File: config.mk
export PLATFORM = sky130hd
export DESIGN_NAME = reset_seq
export DESIGN_NICKNAME = d
export VERILOG_FILES = /design/src/rtl/reset_seq.sv
export SDC_FILE = /design/constraint.sdc
export NUM_CORES = 1
export LEC_CHECK = 0
export CAP_MARGIN = 20
export CORE_MARGIN = 4
export CORE_UTILIZATION = 30
export DETAILED_ROUTE_END_ITERATION = 10
export GPL_ROUTABILITY_DRIVEN = 0
export PLACE_DENSITY = 0.47
export SETUP_SLACK_MARGIN = 0.02
export SLEW_MARGIN = 20
export SYNTH_ARGS = -nofsm -noshare
export SYNTH_HDL_FRONTEND = slang
export SYNTH_SLANG_ARGS = --single-unit
File: constraint.sdc
create_clock -name clk -period 2.6 [get_ports clk]
set_input_delay 0.52 -clock clk [delete_from_list [all_inputs] [get_ports clk]]
set_output_delay 0.52 -clock clk [all_outputs]
set_load 0.1 [all_outputs]
File: src/rtl/reset_seq.sv
// ============================================================================
//  Module   : reset_seq
//  Purpose  : Staged reset sequencer. Releases memory, peripheral and core
//             resets in order with programmable gaps, waits (bounded) for
//             memory init, and turns sw/wdt requests into a full re-sequence.
//  Revision : 1.0 - initial release
// ============================================================================
`default_nettype none

module reset_seq #(
    parameter int STAGE_DELAY  = 16,
    parameter int INIT_TIMEOUT = 1024,
    parameter int SW_RST_HOLD  = 32
) (
    input  logic       clk,
    input  logic       rst_n,
    input  logic       sw_rst_req_i,
    input  logic       wdt_rst_req_i,
    input  logic       mem_init_done_i,
    output logic       rst_n_mem_o,
    output logic       rst_n_periph_o,
    output logic       rst_n_core_o,
    output logic [1:0] rst_cause_o,
    output logic       init_timeout_o,
    output logic       busy_o
);

    localparam int c_MAX_AB = (STAGE_DELAY > INIT_TIMEOUT) ? STAGE_DELAY : INIT_TIMEOUT;
    localparam int c_MAX_N  = (c_MAX_AB > SW_RST_HOLD) ? c_MAX_AB : SW_RST_HOLD;
    localparam int CNT_W    = $clog2(c_MAX_N + 1);

    // A wait of N edges leaves its state on the edge that samples cnt == N-1.
    localparam logic [CNT_W-1:0] c_STAGE_LAST = CNT_W'(STAGE_DELAY - 1);
    localparam logic [CNT_W-1:0] c_INIT_LAST  = CNT_W'(INIT_TIMEOUT - 1);
    localparam logic [CNT_W-1:0] c_HOLD_LAST  = CNT_W'(SW_RST_HOLD - 1);

    localparam logic [1:0] c_CAUSE_SW  = 2'b01;
    localparam logic [1:0] c_CAUSE_WDT = 2'b10;

    generate
        if (STAGE_DELAY < 1 || INIT_TIMEOUT < 1 || SW_RST_HOLD < 1) begin : g_param_check
            $error("reset_seq: STAGE_DELAY, INIT_TIMEOUT and SW_RST_HOLD must all be >= 1");
        end
    endgenerate

    typedef enum logic [2:0] {
        S_HOLD        = 3'd0,
        S_MEM_INIT    = 3'd1,
        S_PERIPH_WAIT = 3'd2,
        S_CORE_WAIT   = 3'd3,
        S_RUN         = 3'd4,
        S_ASSERT      = 3'd5
    } state_t;

    state_t           r_state, w_state;
    logic [CNT_W-1:0] r_cnt, w_cnt;
    logic [CNT_W-1:0] w_cnt_inc;
    logic             r_rst_n_mem, w_rst_n_mem;
    logic             r_rst_n_periph, w_rst_n_periph;
    logic             r_rst_n_core, w_rst_n_core;
    logic [1:0]       r_cause, w_cause;
    logic             r_init_timeout, w_init_timeout;
    logic             r_busy, w_busy;

    assign w_cnt_inc = r_cnt + CNT_W'(1);

    // Next-state and next-output logic; every output change rides on a state change.
    always_comb begin
        w_state        = r_state;
        w_cnt          = r_cnt;
        w_rst_n_mem    = r_rst_n_mem;
        w_rst_n_periph = r_rst_n_periph;
        w_rst_n_core   = r_rst_n_core;
        w_cause        = r_cause;
        w_init_timeout = r_init_timeout;
        w_busy         = r_busy;

        case (r_state)
            S_HOLD: begin
                if (r_cnt == c_STAGE_LAST) begin
                    w_state     = S_MEM_INIT;
                    w_cnt       = '0;
                    w_rst_n_mem = 1'b1;
                end else begin
                    w_cnt = w_cnt_inc;
                end
            end
            S_MEM_INIT: begin
                // Done takes priority over the timeout on the same edge.
                if (mem_init_done_i) begin
                    w_state = S_PERIPH_WAIT;
                    w_cnt   = '0;
                end else if (r_cnt == c_INIT_LAST) begin
                    w_state        = S_PERIPH_WAIT;
                    w_cnt          = '0;
                    w_init_timeout = 1'b1;
                end else begin
                    w_cnt = w_cnt_inc;
                end
            end
            S_PERIPH_WAIT: begin
                if (r_cnt == c_STAGE_LAST) begin
                    w_state        = S_CORE_WAIT;
                    w_cnt          = '0;
                    w_rst_n_periph = 1'b1;
                end else begin
                    w_cnt = w_cnt_inc;
                end
            end
            S_CORE_WAIT: begin
                if (r_cnt == c_STAGE_LAST) begin
                    w_state      = S_RUN;
                    w_cnt        = '0;
                    w_rst_n_core = 1'b1;
                    w_busy       = 1'b0;
                end else begin
                    w_cnt = w_cnt_inc;
                end
            end
            S_RUN: begin
                if (wdt_rst_req_i || sw_rst_req_i) begin
                    w_state        = S_ASSERT;
                    w_cnt          = '0;
                    w_rst_n_mem    = 1'b0;
                    w_rst_n_periph = 1'b0;
                    w_rst_n_core   = 1'b0;
                    w_busy         = 1'b1;
                    w_cause        = wdt_rst_req_i ? c_CAUSE_WDT : c_CAUSE_SW;
                end
            end
            S_ASSERT: begin
                if (r_cnt == c_HOLD_LAST) begin
                    w_state = S_HOLD;
                    w_cnt   = '0;
                end else begin
                    w_cnt = w_cnt_inc;
                end
            end
            default: begin
                // Unreachable encodings recover into a fully asserted hold.
                w_state        = S_HOLD;
                w_cnt          = '0;
                w_rst_n_mem    = 1'b0;
                w_rst_n_periph = 1'b0;
                w_rst_n_core   = 1'b0;
                w_busy         = 1'b1;
            end
        endcase
    end

    // State, counter and registered outputs; rst_n forces a full restart from HOLD.
    always_ff @(posedge clk) begin
        if (!rst_n) begin
            r_state        <= S_HOLD;
            r_cnt          <= '0;
            r_rst_n_mem    <= 1'b0;
            r_rst_n_periph <= 1'b0;
            r_rst_n_core   <= 1'b0;
            r_cause        <= 2'b00;
            r_init_timeout <= 1'b0;
            r_busy         <= 1'b1;
        end else begin
            r_state        <= w_state;
            r_cnt          <= w_cnt;
            r_rst_n_mem    <= w_rst_n_mem;
            r_rst_n_periph <= w_rst_n_periph;
            r_rst_n_core   <= w_rst_n_core;
            r_cause        <= w_cause;
            r_init_timeout <= w_init_timeout;
            r_busy         <= w_busy;
        end
    end

    assign rst_n_mem_o    = r_rst_n_mem;
    assign rst_n_periph_o = r_rst_n_periph;
    assign rst_n_core_o   = r_rst_n_core;
    assign rst_cause_o    = r_cause;
    assign init_timeout_o = r_init_timeout;
    assign busy_o         = r_busy;

endmodule

`default_nettype wire
After elaboration in Yosys (flattened, before gate mapping)
Index checks and enable logic that the tools add are counted.
{"block": "op_classes", "n_addsub": 1, "n_eq_ne": 14, "n_mux": 23, "bitwise": 4, "reduce_logical": 12}
{"op": "$mux 11", "n": 5}
{"op": "$pmux 11 s4", "n": 1}
{"op": "$mux 3", "n": 7}
{"op": "$pmux 3 s6", "n": 1}
{"op": "$pmux 1 s3", "n": 4}
{"op": "$reduce_and 3->1", "n": 4}
{"op": "$reduce_or 4->1", "n": 3}
{"op": "$add 11x1->11 const B", "n": 1}
{"op": "$eq 11x10->1 const B", "n": 1}
{"op": "$eq 11x4->1 const B", "n": 1}
{"op": "$eq 11x5->1 const B", "n": 1}
{"op": "$ne 2x2->1 const B", "n": 5}
{"op": "$eq 3x2->1 const B", "n": 2}
{"op": "$eq 3x3->1 const B", "n": 2}
{"op": "$reduce_and 6->1", "n": 1}
{"op": "$mux 1", "n": 4}
{"op": "$not 1->1", "n": 4}
{"op": "$eq 3x1->1 const B", "n": 1}
{"op": "$logic_not 3->1", "n": 1}
{"op": "$ne 3x3->1 const B", "n": 1}
{"op": "$reduce_or 3->1", "n": 1}
{"op": "$mux 2", "n": 1}
{"op": "$reduce_and 2->1", "n": 1}
{"op": "$logic_or 1x1->1", "n": 1}
{"block": "word_totals", "reg_bits": 21, "inputBits": 5, "output_inout_bits": 7, "wordCells": 62}

Depth between registers and ports, before layout
Gate-level depths: netlist of run 1.
{"block": "depth", "depth_word": 4, "mapped_depth": 7, "ltp_nobuf": 6}

Least setup slack after synthesis of run 1
No wires, ideal clock.
{"block": "synth_path", "path_type": "register to register", "start": "register r_cnt[0]", "end": "register r_cnt[7]", "setup_time_ps": 134, "arrival_time_ps": 1849, "required_time_ps": 2466, "slack_ps": 617, "stages_incl_launch_ff": 8, "path_buffers": 1, "synth_period_minus_slack_ps": 1983, "cell_sequence": "dfxtp_1 -> ha_1 -> nand3_1 -> nor4_1 -> and2b_1 -> clkbuf_2 -> nor3_1 -> nor3_1"}
{"block": "synth_between", "elab_chain_cells": 4, "word_cells_on_any_way": 9, "cone_classes": "1 x add/sub; 3 x eq/ne; 5 x mux"}
{"item": "start, declared", "line": "56", "source": "logic [CNT_W-1:0] r_cnt, w_cnt;"}
{"item": "start signal, assigned", "line": "164", "source": "r_cnt <= w_cnt;"}
{"item": "$add 11x1->11 or $eq 11x10->1 (tied branches)", "line": "65, 93"}
{"item": "$mux 11", "line": "93", "source": "end else if (r_cnt == c_INIT_LAST) begin"}
{"item": "$mux 11", "line": "90", "source": "if (mem_init_done_i) begin"}
{"item": "$pmux 11 s4 *", "line": "78", "source": "case (r_state)"}
Mark *: on every way between the ends. The rest lies on a longest branch, timed or not.
A chain may end at the register's enable or synchronous reset.

Final worst setup path of run 1
{"block": "layout_path", "start": "register r_cnt[0]", "end": "register r_state[1]"}
{"block": "layout_between", "elab_chain_cells": 3, "word_cells_on_any_way": 9, "cone_classes": "8 x eq/ne; 1 x reduce/logical"}
{"item": "$eq 11x10->1, or another cell as far along", "line": "93"}
{"item": "$ne 3x3->1 (no source line) or $ne 2x2->1 (tied branches)"}
{"item": "$reduce_and 6->1 (no source line) *"}
{"item": "end signal, assigned", "line": "163", "source": "r_state <= w_state;"}
{"item": "end, declared", "line": "55", "source": "state_t r_state, w_state;"}
Marked as above.

==> metrics.cfg, run 1 <==
[route]
ant_nets = 0
drtIter0Drc = 68
drc = 0
wirelength_um = 2720
routed-via-count = 1070
wl_per_cell_um = 13.5
viasPerCell = 5.30
dr.pass1.iters = 4

[floorplan]
rows = 22
coreArea_um2 = 3720
die_h_um = 70.3
pin_count = 12
initial_core_util = 0.314
die_w_um = 70.3
dieArea_um2 = 4950

[global_routing]
grt_pass1_vias = 970
grt_use_total = 0.120
antenna_found_initial = 0
grt_max_degree = 16
grt_pass1_wl_um = 4770
grt-ovfl-total = 0

[layout]
layout-drive-gt1-share = 0.143
areaGrowthSynthToFinish_pct = 15.1
antennaDiodeCount = 0
final_common_cell = dfxtp_1
final_util = 0.361
nNetsFinal = 161
final_cell_mix = dfxtp_1, nor3_1, nand2_1, nor2_1, buf_4

[timing]
skew_ns = 0.00672
fin_crit_sh = 0.817
rsz0062_at_grt = no
slew_violations = 0
fin_crit_ns = 2.12
tns_ns = 0
fmax_mhz = 471
maxSlewHeadroom = 0.658
setup_viol = 0
hold_violations = 0
worst_slew_pin_slew_ns = 0.512

[critical_path]
slowest_delay_ns = 0.39
crit_required_ns = 2.80
setup.worst_path.start_class = flop
worstSetupEndpointType = flop
critical-path-top-delay-family = simple AND/OR/NAND/NOR gates
crit_fanout = 8
crit_slowest_cell = dfxtp_1
crit_type = flop to flop
worstPathCellList = ha_1 > nand3_1 > nor4_1 > and2b_1 > o32a_1 > nor3b_2
cp_num_buf_inv = 0
arrival_ns = 2.32

[clock_network]
clk_latency_ns = 0.26
cts_max_level = 1
cts_tree = done
root_buffer = clkbuf_8
cts-resized-gates = 0
cts.path.max_buffers = 2
cts_sinks = 21
cts_post_setup_buffers_inserted = 0
cts.hold.buffers_added = 0
path_clk_slew_ns = 0.08
cts_made_buffers = 3

[power]
power.clock.fraction = 0.380
seq_power_share = 0.575
cellPowerDensity_nw_per_um2 = 427
swShare = 0.220
switching_power_w = 0.000126
p_comb_frac = 0.044
vdd_drop_max_v = 0.000146
p_leak_nw = 0.476
total_power_w = 0.000574
p_int_w = 0.000447

[synth]
synthArstFlopShare = 0
netlist_instances = 142
synth-seq-cells = 21
avgSynthCellArea_um2 = 8.21
synth_edf_count = 0
yosysSeqAreaShare = 0.361
ys.warnings.count = 0
netlist_area_um2 = 1170
synth_nets = 148
ys_types = 46
synth_flop_cell = dfxtp_1

[outcome]
status = completed

[job]
drv_cap = 0

[placement]
port-buffer-count = 11
place_hpwl_um = 1920

[hold_path]
hold_path.class = flop to flop

[final cells by class]
cell class,instances,area [um2]
Fill cell,385,2370
Multi-Input combinational cell,112,683
Sequential cell,21,420
Timing Repair Buffer,16,130
Tap cell,48,60.1
Clock buffer,4,45.0
Inverter,1,3.75
[cells by family after synthesis]
family / count (synthesis) / share of synthesized area
AND/OR/NAND/NOR: 74 / 0.350
AO/OA/AOI/OAI: 33 / 0.192
flip-flops: 21 / 0.361
buffers and inverters: 9 / 0.0536
multiplexers: 3 / 0.0258
XOR/XNOR: 1 / 0.00751
adder cells (fa/ha/maj): 1 / 0.0107
[registers in the layout, indices dropped and copies added, names as in the netlist]
register	flops
init_timeout_o	1
rst_n_core_o	1
rst_n_periph_o	1
busy_o	1
r_state	3
rst_cause_o	2
r_cnt	11
rst_n_mem_o	1
[final timing paths]
| check | from | endpoint | slack, ns | cells after the start |
|---|---|---|---|---|
| hold / removal | busy_o | busy_o | 0.48 | 2 |
| setup / recovery | r_cnt[0] | r_state[1] | 0.48 | 6 |
| hold reg to reg | busy_o | busy_o | 0.48 | 2 |
| setup reg to reg | r_cnt[0] | r_state[1] | 0.48 | 6 |
[per-layer routing]
layer  part of all wire  routed length, um  vias up  GRT usage
li1                   -                  -      552          -
met1               0.50               1370      489      0.173
met2               0.44               1190       27      0.172
met3              0.049                133        2     0.0302
met4             0.0088                 24        0     0.0383
met5                  0                  0        -          0
[worst min-delay path: cells and delay by family, from the launching register on]
| family | cells | cell delay [ns] |
|---|---|---|
| flip-flops | 1 | 0.32 |
| AO/OA/AOI/OAI | 2 | 0.12 |
[power groups by stage]
| stage | clock [W] | combinational (W) | sequential (W) |
|---|---|---|---|
| after global placement | 0 | 0.0000258 | 0.000338 |
| final | 0.000218 | 0.0000255 | 0.000330 |
| after floorplan | 0 | 0.0000139 | 0.000336 |
| after detailed placement | 0 | 0.0000257 | 0.000338 |
| after CTS | 0.000227 | 0.0000259 | 0.000330 |
| after global routing | 0.000242 | 0.0000288 | 0.000331 |
[through the flow]
step | instance area, um2 | worst slack [ns] | hold WS [ns] | std cells
final | 1340 | 0.475 | 0.483 | 202
after global routing | 1340 | 0.313 | 0.510 | 202
after CTS | 1340 | 0.459 | 0.483 | 202
after detailed placement | 1300 | 0.277 | 0.471 | 198
after global placement | 1300 | 0.323 | 0.466 | 198
after floorplan | 1170 | 0.617 | 0.458 | 142
[cell usage after synthesis (2+ instances only)]
cell type	count	area, um2
dfxtp_1	21	420
nor3_1	13	65.1
nand2_1	12	45.0
nor2_1	12	45.0
o21ai_0	9	45.0
nand3_1	8	40.0
a21oi_1	6	30.0
nor4_1	5	31.3
a211oi_1	3	22.5
and2_1	3	18.8
mux2i_1	3	30.0
nor2b_1	3	18.8
o31ai_1	3	22.5
and2b_1	2	15.0
and3_1	2	12.5
buf_4	2	15.0
buf_6	2	22.5
clkbuf_1	2	7.51
nand4_1	2	12.5
nand4b_1	2	17.5
o211ai_1	2	15.0
(Power assumes the default switching activity.)
==> inputs of run 2 (changes only) <==
==> constraint.sdc (replaced) <==
create_clock -name clk -period 2 [get_ports clk]
set_input_delay 0.4 -clock clk [delete_from_list [all_inputs] [get_ports clk]]
set_output_delay 0.4 -clock clk [all_outputs]
set_load 0.1 [all_outputs]
==> metrics.cfg, run 2 (synthesis gave the netlist of run 1 again) <==
[outcome]
status = completed

[timing]
worst_slew_pin_slew_ns = 0.457
holdWs_ns = 0.484
fin_crit_ns = 1.89
skew_ns = 0.00765
fin_crit_sh = 0.943
hold_violations = 0
fmax_mhz = 530
slew_violations = 0
setup_viol = 0
maxSlewHeadroom = 0.695
rsz0062_at_grt = no

[placement]
place_hpwl_um = 2280
placed_area_um2 = 1500
port-buffer-count = 11

[floorplan]
rows = 22
die_h_um = 70.3
dieArea_um2 = 4950
initial_core_util = 0.314
pin_count = 12
coreArea_um2 = 3720
die_w_um = 70.3

[route]
dr.pass1.iters = 4
drtIter0Drc = 42
viasPerCell = 5.08
drc = 0
routed-via-count = 1159
wl_per_cell_um = 13.4
wirelength_um = 3060
ant_nets = 0

[global_routing]
grt-ovfl-total = 0
grt_pass1_vias = 1098
grt_max_degree = 13
grt_use_total = 0.134
antenna_found_initial = 0
grt_pass1_wl_um = 5200

[clock_network]
clk_latency_ns = 0.27
cts_post_setup_buffers_inserted = 0
cts_tree = done
cts_max_level = 1
cts_sinks = 21
root_buffer = clkbuf_8
cts.hold.buffers_added = 0
cts_made_buffers = 3
cts.path.max_buffers = 2
path_clk_slew_ns = 0.08

[layout]
fin_area_um2 = 1580
top_register = r_cnt
final_common_cell = buf_4
final_cell_mix = buf_4, dfxtp_1, nand2_1
areaGrowthSynthToFinish_pct = 35.5
largest_reg_flops = 11
area.sequential_um2 = 420
nNetsFinal = 187
multi_input_area_um2 = 726
layout-drive-gt1-share = 0.294
fillers = 376
antennaDiodeCount = 0

[critical_path]
crit_fanout = 5
crit_start = r_cnt[8]
setup.worst_path.end = r_state[1]
reg2reg_to = r_state[1]
crit_type = flop to flop
setup.worst_path.start_class = flop
r2r_slack_ns = 0.11
crit_required_ns = 2.21
ff2ff_path_depth = 5
arrival_ns = 2.09
worstSetupEndpointType = flop
reg2reg_from = r_cnt[8]

[power]
switching_power_w = 0.000175
cellPowerDensity_nw_per_um2 = 484
seq_power_share = 0.559
p_comb_frac = 0.060
power.clock.fraction = 0.381
vdd_drop_max_v = 0.000181
p_int_w = 0.000590
p_leak_nw = 0.613
swShare = 0.228

[job]
drv_cap = 0

[hold_path]
hold_path.class = flop to flop

-- run 2: cell count changes in the layout (fill, tap and decap cells not counted), sizes merged --
| cell | delta |
|---|---|
| buf | +26 |
-- run 2: worst min path at each step --
stage	from	end	slack, ns	cells past startpoint
floorplan	r_cnt[1]	r_cnt[1]	0.46	2
global placement	rst_n_core_o	rst_n_core_o	0.47	1
detailed placement	rst_n_core_o	rst_n_core_o	0.48	1
CTS	busy_o	busy_o	0.49	2
global route	busy_o	busy_o	0.51	2
finish	rst_n_mem_o	rst_n_mem_o	0.48	2
-- run 2: cell type report --
cell class / count / area share
Multi-Input combinational cell: 112 / 0.459
Timing Repair Buffer: 42 / 0.206
Inverter: 1 / 0.00238
Clock buffer: 4 / 0.0285
Sequential cell: 21 / 0.266
Tap cell: 48 / 0.0380
-- run 2: timing repair --
action,CTS,global route
resized for setup,1,5
pin swaps,0,1
endpoints found under the setup margin,1,8
-- run 2: metal layers --
metal | share of wire | vias up | routed length, um | GRT usage
met5 | 0 | - | 0 | 0
met4 | 0.022 | 0 | 66 | 0.0766
met3 | 0.017 | 4 | 53 | 0.0216
met2 | 0.45 | 10 | 1370 | 0.198
met1 | 0.51 | 538 | 1570 | 0.183
li1 | - | 607 | - | -
-- run 2: worst max-delay path, stage by stage (launching register included) --
cell and delay (ns):
dfxtp_1 0.32, or4_4 0.58, o311ai_4 0.27, o31ai_4 0.15, o32a_1 0.37, nor3b_2 0.14
-- run 2: stage by stage --
step | power [W] | worst slack [ns] | util | setup TNS, ns | cells
floorplan | 0.000455 | 0.0529 | - | 0 | 142
global placement | 0.000482 | 0.0101 | 0.403 | 0 | 224
detailed placement | 0.000483 | -0.0568 | 0.403 | -0.0568 | 224
CTS | 0.000776 | 0.0508 | 0.417 | 0 | 228
global route | 0.000799 | 0.0342 | 0.425 | 0 | 228
finish | 0.000765 | 0.114 | 0.425 | 0 | 228
-- run 2: power groups by stage --
stage                      logic, W  registers [W]  clock network [W]
after floorplan           0.0000181       0.000437                  0
after global placement    0.0000450       0.000437                  0
after detailed placement  0.0000459       0.000437                  0
after CTS                 0.0000461       0.000427           0.000303
after global routing      0.0000505       0.000428           0.000320
final                     0.0000462       0.000427           0.000291
==> inputs of run 3 (changes only) <==
--- a/config.mk
+++ b/config.mk
@@ -5,14 +5,13 @@
 export SDC_FILE = /design/constraint.sdc
 export NUM_CORES = 1
 export LEC_CHECK = 0
-export CAP_MARGIN = 20
+export CAP_MARGIN = 30
 export CORE_MARGIN = 4
 export CORE_UTILIZATION = 30
 export DETAILED_ROUTE_END_ITERATION = 10
 export GPL_ROUTABILITY_DRIVEN = 0
 export PLACE_DENSITY = 0.47
 export SETUP_SLACK_MARGIN = 0.02
-export SLEW_MARGIN = 20
 export SYNTH_ARGS = -nofsm -noshare
 export SYNTH_HDL_FRONTEND = slang
 export SYNTH_SLANG_ARGS = --single-unit
==> constraint.sdc (replaced) <==
create_clock -name clk -period 2.2 [get_ports clk]
set_input_delay 0.44 -clock clk [delete_from_list [all_inputs] [get_ports clk]]
set_output_delay 0.44 -clock clk [all_outputs]
set_load 0.1 [all_outputs]
==> metrics.cfg, run 3 (synthesis gave the netlist of run 1 again) <==
[timing]
skew_ns = 0.00223
slew_violations = 0
worst_slew_pin_slew_ns = 0.503
maxSlewHeadroom = 0.662
rsz0062_at_grt = no
hold_violations = 0
fin_crit_sh = 0.900
tns_ns = 0
holdWs_ns = 0.497
setup_viol = 0
fin_crit_ns = 1.98
fmax_mhz = 505

[global_routing]
antenna_found_initial = 0
grt_pass1_vias = 1094
grt_pass1_wl_um = 5290
grt_max_degree = 16
grt-ovfl-total = 0
grt_use_total = 0.129

[layout]
areaGrowthSynthToFinish_pct = 24.7
antennaDiodeCount = 0
fillers = 395
layout-drive-gt1-share = 0.220
final_common_cell = buf_4
final_cell_mix = buf_4, dfxtp_1, nor3_1
top_register = r_cnt
nNetsFinal = 175
largest_reg_flops = 11

[clock_network]
cts_sinks = 21
cts_made_buffers = 3
cts.hold.buffers_added = 0
clk_latency_ns = 0.26
cts.path.max_buffers = 2
root_buffer = clkbuf_8
cts_max_level = 1
path_clk_slew_ns = 0.08
cts_tree = done

[critical_path]
crit_required_ns = 2.39
crit_fanout = 5
crit_start = r_cnt[0]
r2r_slack_ns = 0.22
crit_slowest_cell = dfxtp_1
slowest_delay_ns = 0.40
crit_type = flop to flop
setup.worst_path.start_class = flop
reg2reg_from = r_cnt[0]
reg2reg_to = r_state[0]
worstSetupEndpointType = flop
worstPathCellList = ha_1 > nand3_1 > nor4_2 > and2b_1 > buf_4 > nor2_1 > mux2i_1
ff2ff_path_depth = 7
setup.worst_path.end = r_state[0]
arrival_ns = 2.17

[route]
drc = 0
viasPerCell = 5.27
wirelength_um = 2920
ant_nets = 0
drtIter0Drc = 46
dr.pass1.iters = 4
wl_per_cell_um = 13.5
routed-via-count = 1139

[floorplan]
die_h_um = 70.3
rows = 22
pin_count = 12
coreArea_um2 = 3720
die_w_um = 70.3
dieArea_um2 = 4950
initial_core_util = 0.314

[placement]
port-buffer-count = 11
place_hpwl_um = 2230

[power]
p_leak_nw = 0.546
cellPowerDensity_nw_per_um2 = 468
vdd_drop_max_v = 0.000171

[job]
drv_cap = 0

[outcome]
status = completed

[hold_path]
hold_path.class = flop to flop

[run 3: cell types whose count changed in the layout (fill, tap and decap cells not counted)]
cell	before	now
o31ai_1	2	3
nor2_1	11	12
nor3_1	11	13
o311ai_4	1	0
nor2_2	1	0
nor3_2	3	1
buf_4	38	26
o311ai_2	0	1
o31ai_4	1	0
[run 3: worst min path at each step]
stage                 startpoint      endpoint  cells after the start
finish                  r_cnt[1]      r_cnt[1]                      2
global route            r_cnt[1]      r_cnt[1]                      2
CTS                     r_cnt[1]      r_cnt[1]                      2
detailed placement      r_cnt[1]      r_cnt[1]                      2
global placement    rst_n_core_o  rst_n_core_o                      1
floorplan               r_cnt[1]      r_cnt[1]                      2
[run 3: what timing repair did]
item | in CTS | in global routing
endpoints found under the setup margin | 0 | 2
setup buffers | 0 | 0
resized for setup | 0 | 1
[run 3: power by group]
group	switching [W]	total, W	internal, W
logic	0.0000167	0.0000343	0.0000176
registers	0.00000602	0.000390	0.000384
clock network	0.000127	0.000256	0.000129
total	0.000150	0.000680	0.000531
[run 3: final cells by class]
class                           instances  area [um2]  area share
Sequential cell                        21         420       0.289
Inverter                                1        3.75     0.00258
Multi-Input combinational cell        112         689       0.474
Clock buffer                            4        45.0      0.0310
Tap cell                               48        60.1      0.0413
Timing Repair Buffer                   30         235       0.162
[run 3: through the flow]
| stage | setup WS, ns | util | area (um2) | power [W] | instances |
|---|---|---|---|---|---|
| 6_report | 0.220 | 0.391 | 1450 | 0.000680 | 216 |
| 4_1_cts | 0.147 | 0.390 | 1450 | 0.000690 | 216 |
| 3_5_place_dp | 0.111 | 0.377 | 1400 | 0.000433 | 212 |
| 3_3_place_gp | 0.132 | 0.377 | 1400 | 0.000433 | 212 |
| 2_1_floorplan | 0.217 | - | 1170 | 0.000414 | 142 |
| 5_1_grt | 0.0559 | 0.391 | 1450 | 0.000713 | 216 |
[run 3: worst max-delay path, delay by kind of cell, from the launching register on]
kind	cells	cell delay, ns
fa+ha+maj	1	0.28
buf+inv	1	0.16
mux	1	0.19
simple gates	4	0.89
flops	1	0.40
[run 3: routing by layer]
layer	vias up	part of all wire	GRT usage
met1	529	0.52	0.187
met4	0	0.012	0.0340
met2	23	0.44	0.193
li1	583	-	-
met5	-	0	0
met3	4	0.031	0.0259
